--- src/rtl/riscv_pkg.sv ---
`default_nettype none
// ============================================================================
// Module   : riscv_pkg
// Purpose  : Shared types and constants for the multicycle RV32I core:
//            controller state encoding, ALU operation codes, immediate
//            formats, major opcodes and the ALU-op classes that the
//            controller hands to the ALU decoder.
// Revision : 1.0  initial release
// ============================================================================
package riscv_pkg;

    typedef enum logic [3:0] {
        FETCH    = 4'd0,
        DECODE   = 4'd1,
        MEMADR   = 4'd2,
        MEMREAD  = 4'd3,
        MEMWB    = 4'd4,
        MEMWRITE = 4'd5,
        EXECR    = 4'd6,
        EXECI    = 4'd7,
        EXECU    = 4'd8,
        ALUWB    = 4'd9,
        BRANCH   = 4'd10,
        JALRADR  = 4'd11,
        JAL      = 4'd12,
        TRAP     = 4'd13
    } ctrl_state_e;

    typedef enum logic [3:0] {
        ALU_ADD  = 4'd0,
        ALU_SUB  = 4'd1,
        ALU_AND  = 4'd2,
        ALU_OR   = 4'd3,
        ALU_XOR  = 4'd4,
        ALU_SLT  = 4'd5,
        ALU_SLTU = 4'd6,
        ALU_SLL  = 4'd7,
        ALU_SRL  = 4'd8,
        ALU_SRA  = 4'd9
    } alu_ctrl_e;

    typedef enum logic [2:0] {
        IT_R = 3'd0,
        IT_I = 3'd1,
        IT_S = 3'd2,
        IT_B = 3'd3,
        IT_U = 3'd4,
        IT_J = 3'd5
    } instr_type_enum;

    localparam logic [6:0] OP_LOAD   = 7'b0000011;
    localparam logic [6:0] OP_STORE  = 7'b0100011;
    localparam logic [6:0] OP_R      = 7'b0110011;
    localparam logic [6:0] OP_I      = 7'b0010011;
    localparam logic [6:0] OP_LUI    = 7'b0110111;
    localparam logic [6:0] OP_AUIPC  = 7'b0010111;
    localparam logic [6:0] OP_BRANCH = 7'b1100011;
    localparam logic [6:0] OP_JAL    = 7'b1101111;
    localparam logic [6:0] OP_JALR   = 7'b1100111;

    // ALU-op classes: plain add, branch compare, funct-field decode
    localparam logic [1:0] ALUOP_ADD    = 2'b00;
    localparam logic [1:0] ALUOP_BRANCH = 2'b01;
    localparam logic [1:0] ALUOP_FUNCT  = 2'b10;

    // Immediate format selected purely from the opcode
    function automatic instr_type_enum instr_type_of(input logic [6:0] op);
        instr_type_enum t;
        case (op)
            OP_LOAD, OP_I, OP_JALR: t = IT_I;
            OP_STORE:               t = IT_S;
            OP_BRANCH:              t = IT_B;
            OP_LUI, OP_AUIPC:       t = IT_U;
            OP_JAL:                 t = IT_J;
            default:                t = IT_R;
        endcase
        return t;
    endfunction

endpackage
`default_nettype wire

--- src/rtl/alu_decoder.sv ---
`default_nettype none
// ============================================================================
// Module   : alu_decoder
// Purpose  : Combinational ALU operation decode.
// Ports    : alu_op      in  2  class from controller (add/branch/funct)
//            funct3      in  3  instr[14:12]
//            funct7b5    in  1  instr[30]
//            op5         in  1  op[5], distinguishes OP (R) from OP-IMM
//            alu_control out 4  alu_ctrl_e operation
// Revision : 1.0  initial release
// ============================================================================
module alu_decoder
    import riscv_pkg::*;
(
    input  logic [1:0] alu_op,
    input  logic [2:0] funct3,
    input  logic       funct7b5,
    input  logic       op5,
    output alu_ctrl_e  alu_control
);

    always_comb begin
        alu_control = ALU_ADD;
        case (alu_op)
            ALUOP_BRANCH: begin
                case (funct3[2:1])
                    2'b10:   alu_control = ALU_SLT;
                    2'b11:   alu_control = ALU_SLTU;
                    default: alu_control = ALU_SUB;
                endcase
            end
            ALUOP_FUNCT: begin
                case (funct3)
                    // SUB exists only for register-register ops; ADDI ignores bit 30
                    3'b000:  alu_control = (op5 && funct7b5) ? ALU_SUB : ALU_ADD;
                    3'b001:  alu_control = ALU_SLL;
                    3'b010:  alu_control = ALU_SLT;
                    3'b011:  alu_control = ALU_SLTU;
                    3'b100:  alu_control = ALU_XOR;
                    3'b101:  alu_control = funct7b5 ? ALU_SRA : ALU_SRL;
                    3'b110:  alu_control = ALU_OR;
                    default: alu_control = ALU_AND;
                endcase
            end
            default: alu_control = ALU_ADD;
        endcase
    end

endmodule
`default_nettype wire

--- src/rtl/multicycle_ctrl.sv ---
`default_nettype none
// ============================================================================
// Module   : multicycle_ctrl
// Purpose  : Control FSM for the multicycle RV32I core. Sequences the shared
//            memory port, ALU, instruction register, register file and
//            immediate extender; all outputs are combinational from state.
// Ports    : clk, rst_n (async active-low)
//            op, funct3, funct7b5   instruction fields from IR
//            zero                   ALU zero flag
//            mem_ready              memory handshake (MEM_WAIT_EN only)
//            pc_write, adr_src, mem_write, ir_write, reg_write,
//            result_src, alu_src_a, alu_src_b, alu_control,
//            instr_type, illegal    datapath controls / trap flag
// Config   : MEM_WAIT_EN - adds mem_ready; FETCH, MEMREAD and MEMWRITE
//            stall until it is high.
// Revision : 1.0  initial release
// ============================================================================
module multicycle_ctrl
    import riscv_pkg::*;
(
    input  logic           clk,
    input  logic           rst_n,
    input  logic [6:0]     op,
    input  logic [2:0]     funct3,
    input  logic           funct7b5,
    input  logic           zero,
`ifdef MEM_WAIT_EN
    input  logic           mem_ready,
`endif
    output logic           pc_write,
    output logic           adr_src,
    output logic           mem_write,
    output logic           ir_write,
    output logic           reg_write,
    output logic [1:0]     result_src,
    output logic [1:0]     alu_src_a,
    output logic [1:0]     alu_src_b,
    output logic [3:0]     alu_control,
    output instr_type_enum instr_type,
    output logic           illegal
);

    ctrl_state_e r_state;
    ctrl_state_e w_next_state;
    logic        w_mem_ready;
    logic        w_pc_write;
    logic        w_ir_write;
    logic [1:0]  w_alu_op;
    alu_ctrl_e   w_alu_ctrl;

`ifdef MEM_WAIT_EN
    assign w_mem_ready = mem_ready;
`else
    assign w_mem_ready = 1'b1;
`endif

    always_ff @(posedge clk or negedge rst_n) begin
        if (!rst_n) begin
            r_state <= FETCH;
        end else begin
            r_state <= w_next_state;
        end
    end

    always_comb begin
        w_next_state = r_state;
        w_pc_write   = 1'b0;
        w_ir_write   = 1'b0;
        adr_src      = 1'b0;
        mem_write    = 1'b0;
        reg_write    = 1'b0;
        result_src   = 2'b00;
        alu_src_a    = 2'b00;
        alu_src_b    = 2'b00;
        w_alu_op     = ALUOP_ADD;
        illegal      = 1'b0;
        case (r_state)
            FETCH: begin
                // PC+4 is routed straight from the ALU into the PC
                alu_src_b  = 2'b10;
                result_src = 2'b10;
                if (w_mem_ready) begin
                    w_ir_write   = 1'b1;
                    w_pc_write   = 1'b1;
                    w_next_state = DECODE;
                end
            end
            DECODE: begin
                // Speculative branch/JAL target into ALUOut
                alu_src_a = 2'b01;
                alu_src_b = 2'b01;
                case (op)
                    OP_LOAD, OP_STORE: w_next_state = MEMADR;
                    OP_R:              w_next_state = EXECR;
                    OP_I:              w_next_state = EXECI;
                    OP_LUI, OP_AUIPC:  w_next_state = EXECU;
                    OP_BRANCH:         w_next_state = BRANCH;
                    OP_JAL:            w_next_state = JAL;
                    OP_JALR:           w_next_state = JALRADR;
                    default:           w_next_state = TRAP;
                endcase
            end
            MEMADR: begin
                alu_src_a    = 2'b10;
                alu_src_b    = 2'b01;
                w_next_state = op[5] ? MEMWRITE : MEMREAD;
            end
            MEMREAD: begin
                adr_src = 1'b1;
                if (w_mem_ready) w_next_state = MEMWB;
            end
            MEMWB: begin
                result_src   = 2'b01;
                reg_write    = 1'b1;
                w_next_state = FETCH;
            end
            MEMWRITE: begin
                adr_src   = 1'b1;
                mem_write = 1'b1;
                if (w_mem_ready) w_next_state = FETCH;
            end
            EXECR: begin
                alu_src_a    = 2'b10;
                w_alu_op     = ALUOP_FUNCT;
                w_next_state = ALUWB;
            end
            EXECI: begin
                alu_src_a    = 2'b10;
                alu_src_b    = 2'b01;
                w_alu_op     = ALUOP_FUNCT;
                w_next_state = ALUWB;
            end
            EXECU: begin
                // LUI adds the immediate to zero, AUIPC to the old PC
                alu_src_a    = (op == OP_LUI) ? 2'b11 : 2'b01;
                alu_src_b    = 2'b01;
                w_next_state = ALUWB;
            end
            ALUWB: begin
                reg_write    = 1'b1;
                w_next_state = FETCH;
            end
            BRANCH: begin
                alu_src_a = 2'b10;
                w_alu_op  = ALUOP_BRANCH;
                // beq/bne test equality; compare forms test the slt result,
                // where zero means "not less than"
                w_pc_write   = funct3[2] ? (~zero ^ funct3[0]) : (zero ^ funct3[0]);
                w_next_state = FETCH;
            end
            JALRADR: begin
                alu_src_a    = 2'b10;
                alu_src_b    = 2'b01;
                w_next_state = JAL;
            end
            JAL: begin
                // PC takes the target from ALUOut while the ALU forms the link
                alu_src_a    = 2'b01;
                alu_src_b    = 2'b10;
                w_pc_write   = 1'b1;
                w_next_state = ALUWB;
            end
            TRAP: begin
                illegal      = 1'b1;
                w_next_state = TRAP;
            end
            default: begin
                w_next_state = FETCH;
            end
        endcase
    end

    // Architectural loads are suppressed while reset is held
    assign pc_write    = w_pc_write & rst_n;
    assign ir_write    = w_ir_write & rst_n;
    assign alu_control = w_alu_ctrl;
    assign instr_type  = instr_type_of(op);

    alu_decoder u_alu_decoder (
        .alu_op      (w_alu_op),
        .funct3      (funct3),
        .funct7b5    (funct7b5),
        .op5         (op[5]),
        .alu_control (w_alu_ctrl)
    );

endmodule
`default_nettype wire

--- config.mk ---
export PLATFORM = sky130hd
export DESIGN_NAME = multicycle_ctrl
export DESIGN_NICKNAME = d
export VERILOG_FILES = /design/src/rtl/riscv_pkg.sv /design/src/rtl/alu_decoder.sv /design/src/rtl/multicycle_ctrl.sv
export SDC_FILE = /design/constraint.sdc
export NUM_CORES = 1
export LEC_CHECK = 0
export CAP_MARGIN = 40
export CORE_MARGIN = 2
export CORE_UTILIZATION = 30
export DETAILED_ROUTE_END_ITERATION = 10
export DONT_BUFFER_PORTS = 1
export GPL_ROUTABILITY_DRIVEN = 0
export SLEW_MARGIN = 40
export SYNTH_ARGS = -nofsm -noshare
export SYNTH_HDL_FRONTEND = slang
export SYNTH_HIERARCHICAL = 1
export SYNTH_SLANG_ARGS = --single-unit
--- constraint.sdc ---
create_clock -name clk -period 2.25 [get_ports clk]
set_clock_uncertainty 0.05 [all_clocks]
set_input_delay 0.5625 -clock clk [delete_from_list [all_inputs] [get_ports clk]]
set_output_delay 0.5625 -clock clk [all_outputs]
set_load 0.02 [all_outputs]
# Yosys cells after proc, flatten, opt, wreduce, memory -nomap -nowiden
# Cells that the tools add are included.
[classes] n_eq_ne=32 mux=21 n_reduce_logical=14 bitwise_logic=5
[ops] cell="4-bit one-hot mux with 7 select lines" count=3
[ops] cell="4-bit equality test (second input constant)" count=6
[ops] cell="7-bit by 6-bit equality test with 1-bit output (second input constant)" count=3
[ops] cell="7-bit equality test (second input constant)" count=3
[ops] cell="4-bit by 3-bit equality test with 1-bit output (second input constant)" count=4
[ops] cell="3-bit one-hot mux with 5 select lines" count=1
[ops] cell="7-bit by 5-bit equality test with 1-bit output (second input constant)" count=2
[ops] cell="2-bit OR reduction" count=7
[ops] cell="2-bit one-hot mux with 2 select lines" count=3
[ops] cell="5-bit OR reduction" count=2
[ops] cell="3-bit equality test (second input constant)" count=3
[ops] cell="4-bit by 2-bit equality test with 1-bit output (second input constant)" count=2
[ops] cell="1-bit 2-to-1 mux" count=8
[ops] cell="4-bit one-hot mux with 2 select lines" count=1
[ops] cell="7-bit by 2-bit equality test with 1-bit output (second input constant)" count=1
[ops] cell="2-bit equality test (second input constant)" count=3
[ops] cell="3-bit by 2-bit equality test with 1-bit output (second input constant)" count=2
[ops] cell="2-bit one-hot mux with 3 select lines" count=1
[ops] cell="3-bit one-hot mux with 2 select lines" count=1
[ops] cell="4-bit by 1-bit equality test with 1-bit output (second input constant)" count=1
[ops] cell="4-bit zero test" count=1
[ops] cell="4-bit OR reduction" count=1
[ops] cell="3-bit by 1-bit equality test with 1-bit output (second input constant)" count=1
[ops] cell="3-bit zero test" count=1
[ops] cell="9 further kinds" count=11
[word_totals] wordCells=73 ff_bits=4

# Longest topological paths before layout
# Gate-level depths: netlist (run 1).
[depth] depth_word=5 mapped_depth=7 ltp_nobuf=7

# Modules after synthesis
# Netlist (run 1), hierarchy kept.
[modules_own_cells] module="multicycle_ctrl" cells_each=85 n_inst=1 area_per_inst_um2=605.6
[modules_own_cells] module="alu_decoder" cells_each=21 n_inst=1 area_per_inst_um2=135.1

# Least setup slack after synthesis (run 1)
# Ideal clock, no wire load.
[synth_path] kind="register to output" start="reg r_state[3]" end="out alu_control[3]" t_arrival_ns=1.917 path_stages_with_launch=6 path_slack_ns=-0.279 required_ns=1.637 n_path_buf=0 path_cell_list="dfrtp_1 nor2b_1 and3b_1 inv_1 ha_1 nor4b_1"
[synth_via] elab_chain_len=5 elab_cells_between_ends=8 cone_classes="eq/ne (5); mux (2); reduce/logical (1)"
[synth_lines] element="start: declaration" line_no="multicycle_ctrl.sv:43" rtl="ctrl_state_e r_state;"
[synth_lines] element="start signal: assignment" line_no="multicycle_ctrl.sv:61" rtl="r_state <= w_next_state;"
[synth_lines] element="4-bit by 3-bit equality test with 1-bit output" line_no="multicycle_ctrl.sv:77" rtl="case (r_state)"
[synth_lines] element="2-bit OR reduction (no source line)"
[synth_lines] element="2-bit one-hot mux with 2 select lines (*)" line_no="multicycle_ctrl.sv:77"
[synth_lines] element="named net w_alu_op[0]" line_no="multicycle_ctrl.sv:48" rtl="logic [1:0] w_alu_op;"
[synth_lines] element="2-bit equality test or 2-bit by 1-bit equality test with 1-bit output (tied branches)" line_no="alu_decoder.sv:24" rtl="case (alu_op)"
[synth_lines] element="4-bit one-hot mux with 2 select lines (*)" line_no="alu_decoder.sv:24"
[synth_lines] element="end: declaration" line_no="multicycle_ctrl.sv:38" rtl="output logic [3:0] alu_control,"
# The timed path passes the listed nets; every way through them passes the cells marked *.

# Final worst setup path (run 1)
[layout_path] start="reg r_state[3]" end="out alu_control[0]"
# The elaborated chain is that of the path after synthesis.

==> flow_summary.json, run 1 <==
{
  "run_status": "finished, violations left",
  "failed_checks": "setup timing",
  "hold_viol": 0,
  "grt_util_all_layers": 0.1618,
  "die-width_um": 53.69,
  "critical_path_max_stage_delay_ps": 400,
  "clk_pin_slew_worst_paths_ps": 40,
  "power.density_cell_area_nw_per_um2": 175.1,
  "drt_iter0_markers": 12,
  "utilization": 0.4481,
  "largest_register_ff_count": 4,
  "core.rowCount": 18,
  "detailedRoute.firstPassIterationCount": 4,
  "drc_errors": 0,
  "synth_largest_type_area_fraction": 0.1351,
  "drt.antenna.violating_nets": 0,
  "synthFlopType": "sky130_fd_sc_hd__dfrtp_1",
  "design.die.area_um2": 2883,
  "netlist_area_um2": 740.7,
  "synthDominantAreaCellType": "sky130_fd_sc_hd__dfrtp_1",
  "initial_core_util": 0.3074,
  "max_clock_freq_mhz": 409.6,
  "synthesized_flop_and_latch_total": 4,
  "min_delay_path_depth": 2,
  "timing.critical_path.slowest_stage_cell": "sky130_fd_sc_hd__dfrtp_1",
  "cap_violations": 0,
  "floorplan.io_pins": 33,
  "number_of_synthesized_flops_with_an_enable_pin": 0,
  "worstPathRequired_ps": 1640,
  "layout_setup_ws_ps": -191.4,
  "cts_tree": "yes",
  "coreArea_um2": 2410,
  "final-max-slew-violation-count": 0,
  "crit_path_cell_trace": "nor2b_4 -> and3b_2 -> inv_2 -> ha_4 -> or3b_4 -> o22ai_4",
  "critical_path.reg2reg.startpoint": "r_state[3]$_DFF_PN0_",
  "buffer_ports.inserted": 0,
  "grt_setup_unrepaired": "true",
  "antennaDiodeCount": 0,
  "min-delay-start": "op[6]",
  "routedWlPerCell_um": 14.61,
  "numCtsBuffers": 3,
  "netlist_top_cells_area": "sky130_fd_sc_hd__dfrtp_1 14%, sky130_fd_sc_hd__nor2_1 6.6%, sky130_fd_sc_hd__a21oi_1 6.1%",
  "ctsHtreeMaxLevel": 1,
  "grt_first_pass_wirelength_um": 3456,
  "setup_viol": 4,
  "timing.max_slew.rel_slack": 0.7463,
  "crit-reg2reg-capture": "r_state[3]$_DFF_PN0_",
  "worst-endpoint-arrival_ps": 1830,
  "yosysWarnings": 6,
  "fin_crit_ps": 2441,
  "final_wirelength_um": 2279,
  "via_count_of_the_first_global_routing_pass": 801,
  "max_flop_register": "r_state",
  "rr_worst_depth": 6,
  "synth_sequential_area_ratio": 0.1351,
  "min_to": "r_state[2]$_DFF_PN0_",
  "worstSetupPathType": "flop to primary output",
  "viasPerCell": 5.481,
  "synthCells": 106,
  "clk_root_buffer_cell": "sky130_fd_sc_hd__clkbuf_4",
  "clkLatencyLatePin_ps": 230,
  "ctsLongestPathBuffers": 2,
  "finalNetCount": 144,
  "top_flop_regs": "r_state: 4 flops",
  "worst_ir_drop_vdd_v": 0.0001326,
  "postSynthNetCount": 122,
  "grt_start_max_net_pins": 18,
  "p_leak_nw": 0.4216,
  "layout_commonest_cell": "sky130_fd_sc_hd__buf_4",
  "place_hpwl_um": 1628,
  "worst-path-max-fanout": 3,
  "fp.dieH_um": 53.69,
  "placedInstanceArea_um2": 944.7,
  "critical_path_launch_point_type": "flop",
  "final_cell_mix": "24 x sky130_fd_sc_hd__buf_4, 12 x sky130_fd_sc_hd__nor2_1, 10 x sky130_fd_sc_hd__nand2_1",
  "reg2reg_setup_slack_ps": 800,
  "area_growth_from_synthesis_to_final_layout_pct": 45.78,
  "detailroute.via_count": 855,
  "syn_avg_cell_area_um2": 6.988,
  "async_flop_share": 1.000,
  "cts_num_sinks": 4,
  "tightestPinTransition_ps": 379.2,
  "yosysUniqueCellTypes": 42,
  "initial_antenna_violation_count": 0,
  "final_design_area_no_fill_um2": 1080,
  "holdCritPathClass": "primary input to flop",
  "final_layout_size_suffix_gt1_frac": 0.3730,
  "final.period_utilization": 1.085,
  "grt_overflow_total": 0,
  "worst_setup_path_end_kind": "primary output"
}
-- final cells by class --
cell class | instances | area [um2]
well taps | 30 | 37.54
clock buffers | 3 | 22.52
multi-input cells | 91 | 710.7
flip-flops and latches | 4 | 100.1
inverters | 2 | 7.507
repair buffers | 26 | 201.4
fillers | 244 | 1330
-- what timing repair did --
item                                   CTS  global route
setup buffers                            2             3
setup endpoints to repair                5             7
pin swaps                                5             5
endpoints found under the hold margin    4             0
hold buffers                             1             0
resized for setup                       12             7
cloned                                   0             0
-- stage by stage --
step	power (W)	setup TNS, ps	instances	hold WS, ps	setup slack [ps]
2_1_floorplan	0.0001046	-19.50	106	216.9	-19.50
3_3_place_gp	0.0001003	0	149	217.1	66.11
3_5_place_dp	0.0001009	0	149	217.1	20.37
4_1_cts	0.0001914	-439.0	155	503.6	-187.5
5_1_grt	0.0001946	-882.0	156	516.2	-266.5
6_report	0.0001890	-514.7	156	512.4	-191.4
-- kinds of logic after synthesis --
family          count (synthesis)  synth area share
buf+inv                        11           0.07940
mux                             1           0.01351
fa+ha+maj                       2           0.03378
xor+xnor                        5           0.05912
simple gates                   54            0.4037
flops                           4            0.1351
compound gates                 29            0.2754
-- cell usage after synthesis, types with 2 or more instances --
cell type                   instances
sky130_fd_sc_hd__nand2_1           11
sky130_fd_sc_hd__nor2b_1            6
sky130_fd_sc_hd__dfrtp_1            4
sky130_fd_sc_hd__o21a_1             2
sky130_fd_sc_hd__xnor2_1            4
sky130_fd_sc_hd__nand3b_1           2
sky130_fd_sc_hd__nor2_1            13
sky130_fd_sc_hd__a2bb2oi_1          3
sky130_fd_sc_hd__inv_1              2
sky130_fd_sc_hd__ha_1               2
sky130_fd_sc_hd__buf_2              8
sky130_fd_sc_hd__nor3b_1            5
sky130_fd_sc_hd__nor3_1             2
sky130_fd_sc_hd__a21oi_1            9
sky130_fd_sc_hd__o2111ai_1          2
sky130_fd_sc_hd__nand2b_1           3
sky130_fd_sc_hd__and2_1             2
sky130_fd_sc_hd__nor4_1             2
-- metal layers --
metal	global-route usage	up-vias	part of all wire	routed length [um]
met2	0.2927	29	0.52	1196
li1	-	424	-	-
met4	0.07265	0	0.012	27
met5	0	-	0	0
met1	0.1826	398	0.41	932
met3	0.02778	4	0.054	122
-- critical path, delay by kind of cell, from the launching register on --
kind                     cells  cell delay [ps]
AND/OR/NAND/NOR              3              730
flip-flops                   1              400
AO/OA/AOI/OAI                1              210
adder cells (fa/ha/maj)      1              200
buffers and inverters        1               60
-- worst max-delay path by stage --
stage | start | to | slack, ps | cells after the start
floorplan | r_state[3]$_DFF_PN0_ | alu_control[0] | -20 | 6
detailed placement | r_state[3]$_DFF_PN0_ | alu_control[3] | 20 | 7
CTS | r_state[2]$_DFF_PN0_ | alu_control[0] | -190 | 6
global route | r_state[3]$_DFF_PN0_ | alu_control[0] | -270 | 6
global placement | r_state[3]$_DFF_PN0_ | alu_control[0] | 70 | 6
finish | r_state[3]$_DFF_PN0_ | alu_control[0] | -190 | 6
-- report_power, final --
group	leakage (nW)	switching (W)	internal [W]
Combinational	0.368	0.0000141	0.0000164
Sequential	0.0402	0	0.0000724
Clock	0.0138	0.0000268	0.0000594
Power figures use the tool's default switching activity.
==> run 2: changes to the inputs <==
--- a/config.mk
+++ b/config.mk
@@ -5,6 +5,7 @@
 export SDC_FILE = /design/constraint.sdc
 export NUM_CORES = 1
 export LEC_CHECK = 0
+export ABC_AREA = 1
 export CAP_MARGIN = 40
 export CORE_MARGIN = 2
 export CORE_UTILIZATION = 30
@@ -16,3 +17,4 @@
 export SYNTH_HDL_FRONTEND = slang
 export SYNTH_HIERARCHICAL = 1
 export SYNTH_SLANG_ARGS = --single-unit
+export TNS_END_PERCENT = 100
==> constraint.sdc (replaced) <==
create_clock -name clk -period 2.2 [get_ports clk]
set_clock_uncertainty 0.05 [all_clocks]
set_input_delay 0.55 -clock clk [delete_from_list [all_inputs] [get_ports clk]]
set_output_delay 0.55 -clock clk [all_outputs]
set_load 0.02 [all_outputs]
==> run 2 against run 1 <==
Compared with the run above:
- area after synthesis decreased by 7.8%
- sequential share of layout area rose by 1.3 points
- sequential power grew 88%
- the run still ends with setup timing left
- sequential cell count did not move
- first-iteration DRC count grew 100%
- largest cell class unchanged
- critical path depth grew 2
- cell area fell by 12%
- die area shrank 7.2%
- power increased to 4.6 times the previous value
- cell count is 6.4% higher
==> flow_summary.json, run 2 <==
{
  "grt_setup_unrepaired": "true",
  "design.die.area_um2": 2675,
  "fin_tns_setup_ps": -118.6,
  "detailroute.via_count": 859,
  "max_clock_freq_mhz": 436.9,
  "critical_path_launch_point_type": "flop",
  "worst_ir_drop_vdd_v": 0.0004574,
  "numCtsBuffers": 3,
  "worst-path-buf-inv": 3,
  "post_synth_mux_area_share": 0,
  "cts_tree": "yes",
  "final_design_area_no_fill_um2": 947.2,
  "worstPathRequired_ps": 1600,
  "initial_core_util": 0.3118,
  "final-max-slew-violation-count": 0,
  "netlist_top_cells_area": "sky130_fd_sc_hd__nand2_1 21%, sky130_fd_sc_hd__dfrtp_1 15%, sky130_fd_sc_hd__nor2_1 7.7%",
  "number_of_synthesized_flops_with_an_enable_pin": 0,
  "utilization": 0.4323,
  "grt_util_all_layers": 0.1495,
  "worst_setup_path_end_kind": "primary output",
  "detailedRoute.firstPassIterationCount": 4,
  "yosysUniqueCellTypes": 28,
  "clk_pin_slew_worst_paths_ps": 30,
  "synth_simple_gate_area_share": 0.4890,
  "core.rowCount": 17,
  "ctsHtreeMaxLevel": 1,
  "yosysMostFrequentCell": "sky130_fd_sc_hd__nand2_1",
  "timing.critical_path.slowest_stage_cell": "sky130_fd_sc_hd__dfrtp_1",
  "coreArea_um2": 2191,
  "finalNetCount": 156,
  "routedWlPerCell_um": 12.11,
  "via_count_of_the_first_global_routing_pass": 772,
  "floorplan.io_pins": 33,
  "setup_viol": 3,
  "async_flop_share": 1.000,
  "layout_setup_ws_ps": -88.84,
  "fin_crit_ps": 2289,
  "synthFlopType": "sky130_fd_sc_hd__dfrtp_1",
  "synthDominantAreaCellType": "sky130_fd_sc_hd__nand2_1",
  "worstSetupPathType": "flop to primary output",
  "worst-endpoint-arrival_ps": 1690,
  "fp.dieH_um": 51.72,
  "failed_checks": "setup timing",
  "layout.cells.non_filler": 166,
  "placedInstanceArea_um2": 797.0,
  "worst_path_most_repeated_cell": "sky130_fd_sc_hd__buf_4",
  "antennaDiodeCount": 0,
  "synthCells": 119,
  "cap_violations": 0,
  "buffer_ports.inserted": 0,
  "ctsLongestPathBuffers": 2,
  "synthesized_flop_and_latch_total": 4,
  "synth_sequential_area_ratio": 0.1465,
  "initial_antenna_violation_count": 0,
  "synthAdderAreaFrac": 0.03663,
  "area_growth_from_synthesis_to_final_layout_pct": 38.64,
  "grt_first_pass_wirelength_um": 3056,
  "synthXorXnorAreaFrac": 0.02564,
  "final_layout_size_suffix_gt1_frac": 0.3333,
  "syn_avg_cell_area_um2": 5.741,
  "top_flop_regs": "r_state: 4 flops",
  "yosysWarnings": 6,
  "hold_viol": 0,
  "timing.max_slew.rel_slack": 0.6815,
  "hold_slack_ps": 370.3,
  "final.period_utilization": 1.040,
  "clkLatencyLatePin_ps": 240,
  "max_flop_register": "r_state",
  "final_wirelength_um": 2011,
  "cts_num_sinks": 4,
  "tightestPinTransition_ps": 484.8,
  "path_delay_family": "buffers and inverters",
  "drc_errors": 0,
  "run_status": "finished, violations left",
  "final_cell_mix": "37 x sky130_fd_sc_hd__nand2_1, 14 x sky130_fd_sc_hd__buf_4, 13 x sky130_fd_sc_hd__nor2_1",
  "die-width_um": 51.72,
  "synth-compound-area-share": 0.1813,
  "place_hpwl_um": 1506,
  "worst-path-max-fanout": 5,
  "grt_start_max_net_pins": 11,
  "layout_commonest_cell": "sky130_fd_sc_hd__nand2_1",
  "holdCritPathClass": "primary input to flop",
  "drt.antenna.violating_nets": 0,
  "post_synth_most_frequent_cells": "38 x sky130_fd_sc_hd__nand2_1, 14 x sky130_fd_sc_hd__nor2_1, 10 x sky130_fd_sc_hd__inv_2",
  "drt_iter0_markers": 24,
  "dp.cells": 158,
  "viasPerCell": 5.175,
  "power.density_cell_area_nw_per_um2": 927.7,
  "grt_overflow_total": 0,
  "netlist_area_um2": 683.2,
  "p_leak_nw": 0.4366,
  "critical_path_max_stage_delay_ps": 390,
  "synth_largest_type_area_fraction": 0.2088,
  "crit_path_cell_trace": "buf_4 -> nand2_4 -> nor2_4 -> inv_1 -> ha_2 -> nand2_2 -> a221oi_2 -> buf_4",
  "postSynthNetCount": 135,
  "synth_top_family_by_area": "simple AND/OR/NAND/NOR gates",
  "clk_root_buffer_cell": "sky130_fd_sc_hd__clkbuf_4",
  "largest_register_ff_count": 4
}
==> run 2: cell count changes in the layout (fill, tap and decap cells not counted), sizes merged, moves of 5 or more <==
cell | before | now
buf | 25 | 16
nand2 | 11 | 40
nor2 | 13 | 18
inv | 2 | 19
nor2b | 7 | 0
nor3b | 5 | 0
==> run 2: cells by family after synthesis <==
kind of cell               count (synthesis)
DFF                                        4
adders and majority gates                  2
AOI/OAI and AO/OA                         18
and+or+nand+nor                           73
xor gates and xnor gates                   2
buffers and inverters                     20
==> run 2: final timing paths <==
path,from,endpoint,slack (ps),cells past startpoint
worst max-delay path,r_state[2]$_DFF_PN0_,alu_control[1],-90,8
worst min-delay path,op[5],r_state[1]$_DFF_PN0_,370,1
worst max register to register,r_state[2]$_DFF_PN0_,r_state[0]$_DFF_PN0_,780,7
worst min register to register,r_state[3]$_DFF_PN0_,r_state[3]$_DFF_PN0_,610,3
max in group asynchronous,rst_n,r_state[1]$_DFF_PN0_,1370,1
min in group asynchronous,rst_n,r_state[0]$_DFF_PN0_,540,1
==> run 2: metrics by stage <==
step / power [W] / setup WS (ps)
2_1_floorplan: 0.0005684 / -135.6
3_3_place_gp: 0.0006966 / 89.35
3_5_place_dp: 0.0007023 / 57.37
4_1_cts: 0.0008339 / -61.95
5_1_grt: 0.0009436 / -192.0
6_report: 0.0008787 / -88.84
==> run 2: layout make-up <==
class,count,area (um2)
clock buffers,3,22.52
fillers,233,1244
inverters,19,71.32
multi-input cells,95,571.8
flip-flops and latches,4,100.1
well taps,28,35.03
repair buffers,17,146.4
==> run 2: timing repair <==
action                     CTS  global route
hold endpoints to repair     4             0
hold buffers                 1             0
setup endpoints to repair    4             6
buffers inserted             1             3
cloned                       0             0
pin swaps                    1             3
resized for setup            9             6
==> run 2: power by group <==
group	internal [W]	leakage, nW	switching, W	total [W]
logic	0.000215	0.372	0.000438	0.000653
registers	0.000103	0.0504	0.0000329	0.000136
clock network	0.0000609	0.0138	0.0000293	0.0000903
total	0.000379	0.437	0.000500	0.000879
==> run 2: per-layer routing <==
layer / up-vias / share of wire / track usage
met3: 4 / 0.075 / 0.02586
li1: 432 / - / -
met1: 386 / 0.43 / 0.1749
met4: 0 / 0.014 / 0.07018
met2: 37 / 0.48 / 0.2628
met5: - / 0 / 0
==> run 3: changes to the inputs <==
--- a/config.mk
+++ b/config.mk
@@ -5,7 +5,6 @@
 export SDC_FILE = /design/constraint.sdc
 export NUM_CORES = 1
 export LEC_CHECK = 0
-export ABC_AREA = 1
 export CAP_MARGIN = 40
 export CORE_MARGIN = 2
 export CORE_UTILIZATION = 30
==> run 3 against run 2 <==
Compared with the run above:
- the run still ends with setup timing left
- via count up 2.7%
- core utilization increased by 3.8 points
- cell count decreased by 3.0%
- first-iteration DRC count is 17% lower
- cell area increased by 20%
- clock-buffer cell count unchanged
- non-clock buffer count increased by 14
- global-route usage increased by 0.77 points
- sequential power down 46%
- combinational power decreased by 95%
- setup slack worse by 130 ps
- largest power group is now the clock network
- highest routed layer unchanged
==> flow_summary.json, run 3 (synthesis gave the netlist of run 1 again) <==
{
  "worst-path-max-fanout": 3,
  "top_flop_regs": "r_state: 4 flops",
  "holdCritPathClass": "primary input to flop",
  "final_wirelength_um": 2342,
  "post-layout-total-power_w": 0.0001971,
  "finalNetCount": 149,
  "worst_setup_path_end_kind": "primary output",
  "clk_pin_slew_worst_paths_ps": 40,
  "final_cell_mix": "25 x sky130_fd_sc_hd__buf_4, 11 x sky130_fd_sc_hd__nand2_1, 11 x sky130_fd_sc_hd__nor2_1",
  "drc_errors": 0,
  "routedWlPerCell_um": 14.55,
  "drt_iter0_markers": 20,
  "power.density_cell_area_nw_per_um2": 173.8,
  "drt.antenna.violating_nets": 0,
  "coreArea_um2": 2410,
  "layout.cells.non_filler": 161,
  "tightestPinTransition_ps": 375.7,
  "buffer_ports.inserted": 0,
  "initial_antenna_violation_count": 0,
  "critical_path_launch_point_type": "flop",
  "ctsHtreeMaxLevel": 1,
  "via_count_of_the_first_global_routing_pass": 764,
  "p_leak_nw": 0.4565,
  "antennaDiodeCount": 0,
  "dp.cells": 151,
  "clk_root_buffer_cell": "sky130_fd_sc_hd__clkbuf_4",
  "initial_core_util": 0.3074,
  "worstSetupPathType": "flop to primary output",
  "worstPathRequired_ps": 1600,
  "cts_tree": "yes",
  "final_layout_size_suffix_gt1_frac": 0.4198,
  "max_clock_freq_mhz": 412.8,
  "placedInstanceArea_um2": 959.7,
  "detailedRoute.firstPassIterationCount": 4,
  "die-width_um": 53.69,
  "clkLatencyLatePin_ps": 230,
  "worst-endpoint-arrival_ps": 1820,
  "largest_register_ff_count": 4,
  "ctsLongestPathBuffers": 2,
  "failed_checks": "setup timing",
  "final-max-slew-violation-count": 0,
  "setup_viol": 5,
  "fp.dieH_um": 53.69,
  "fin_tns_setup_ps": -768.0,
  "viasPerCell": 5.478,
  "core.rowCount": 18,
  "grt_overflow_total": 0,
  "layout_setup_ws_ps": -222.2,
  "run_status": "finished, violations left",
  "place_hpwl_um": 1616,
  "hold_viol": 0,
  "grt_util_all_layers": 0.1572,
  "grt_setup_unrepaired": "true",
  "detailroute.via_count": 882,
  "layout_commonest_cell": "sky130_fd_sc_hd__buf_4",
  "final.period_utilization": 1.101,
  "area_growth_from_synthesis_to_final_layout_pct": 53.04,
  "grt_first_pass_wirelength_um": 3291,
  "max_flop_register": "r_state",
  "cap_violations": 0,
  "numCtsBuffers": 3,
  "floorplan.io_pins": 33,
  "design.die.area_um2": 2883,
  "timing.max_slew.rel_slack": 0.7486,
  "fin_crit_ps": 2422,
  "grt_start_max_net_pins": 18,
  "final_design_area_no_fill_um2": 1134,
  "cts_num_sinks": 4,
  "worst_ir_drop_vdd_v": 0.0001373
}
==> run 3: cell types whose count changed in the layout (fill, tap and decap cells not counted), moves of 4 or more <==
cell | previous run | this run
sky130_fd_sc_hd__inv_1 | 8 | 0
sky130_fd_sc_hd__nand2_1 | 37 | 11
sky130_fd_sc_hd__nor2_4 | 5 | 0
sky130_fd_sc_hd__inv_2 | 11 | 1
sky130_fd_sc_hd__a21oi_1 | 3 | 7
sky130_fd_sc_hd__nor3b_1 | 0 | 5
sky130_fd_sc_hd__buf_4 | 14 | 25
==> run 3: area by class of cell <==
type | instances | area (um2)
Clock buffer | 3 | 22.52
Fill cell | 241 | 1276
Inverter | 2 | 10.01
Multi-Input combinational cell | 91 | 705.7
Sequential cell | 4 | 100.1
Tap cell | 30 | 37.54
Timing Repair Buffer | 31 | 257.7
==> run 3: stage by stage <==
step	worst slack (ps)	hold slack [ps]	util
global route	-290.1	520.3	0.4704
finish	-222.2	517.8	0.4704
floorplan	-57.00	204.4	-
detailed placement	0.8959	204.7	0.3982
global placement	28.42	204.6	0.3982
CTS	-206.0	510.2	0.4278
==> run 3: worst max-delay path: stages (launching register included) <==
cell	delay (ps)
sky130_fd_sc_hd__dfrtp_1	400
sky130_fd_sc_hd__buf_6	130
sky130_fd_sc_hd__nor2b_4	100
sky130_fd_sc_hd__and2_4	170
sky130_fd_sc_hd__ha_4	210
sky130_fd_sc_hd__or3b_4	380
sky130_fd_sc_hd__o22ai_4	200
==> run 3: per-layer routing <==
metal / wire length (um) / part of all wire / global-route usage
met1: 968 / 0.41 / 0.1678
met2: 1195 / 0.51 / 0.2886
met3: 137 / 0.058 / 0.02222
met4: 41 / 0.018 / 0.09402
met5: 0 / 0 / 0
==> run 3: power by group <==
group / switching, W / leakage, nW / internal (W)
logic: 0.0000153 / 0.402 / 0.0000181
registers: 0 / 0.0402 / 0.0000740
clock network: 0.0000287 / 0.0138 / 0.0000609
==> run 3: worst paths after layout <==
| kind | startpoint | to | slack (ps) | cells past startpoint |
|---|---|---|---|---|
| worst min-delay path | op[5] | r_state[1]$_DFF_PN0_ | 520 | 2 |
| worst min register to register | r_state[3]$_DFF_PN0_ | r_state[3]$_DFF_PN0_ | 740 | 2 |
| worst max-delay path | r_state[3]$_DFF_PN0_ | alu_control[0] | -220 | 6 |
| min in group asynchronous | rst_n | r_state[1]$_DFF_PN0_ | 530 | 1 |
| worst max register to register | r_state[1]$_DFF_PN0_ | r_state[3]$_DFF_PN0_ | 790 | 5 |
| max in group asynchronous | rst_n | r_state[2]$_DFF_PN0_ | 1400 | 1 |
==> run 3: timing repair <==
action	4_1_cts	5_1_grt
resized for setup	5	19
endpoints found under the hold margin	4	0
pin swaps	4	9
setup endpoints to repair	6	9
hold buffers	1	0
setup buffers	3	6
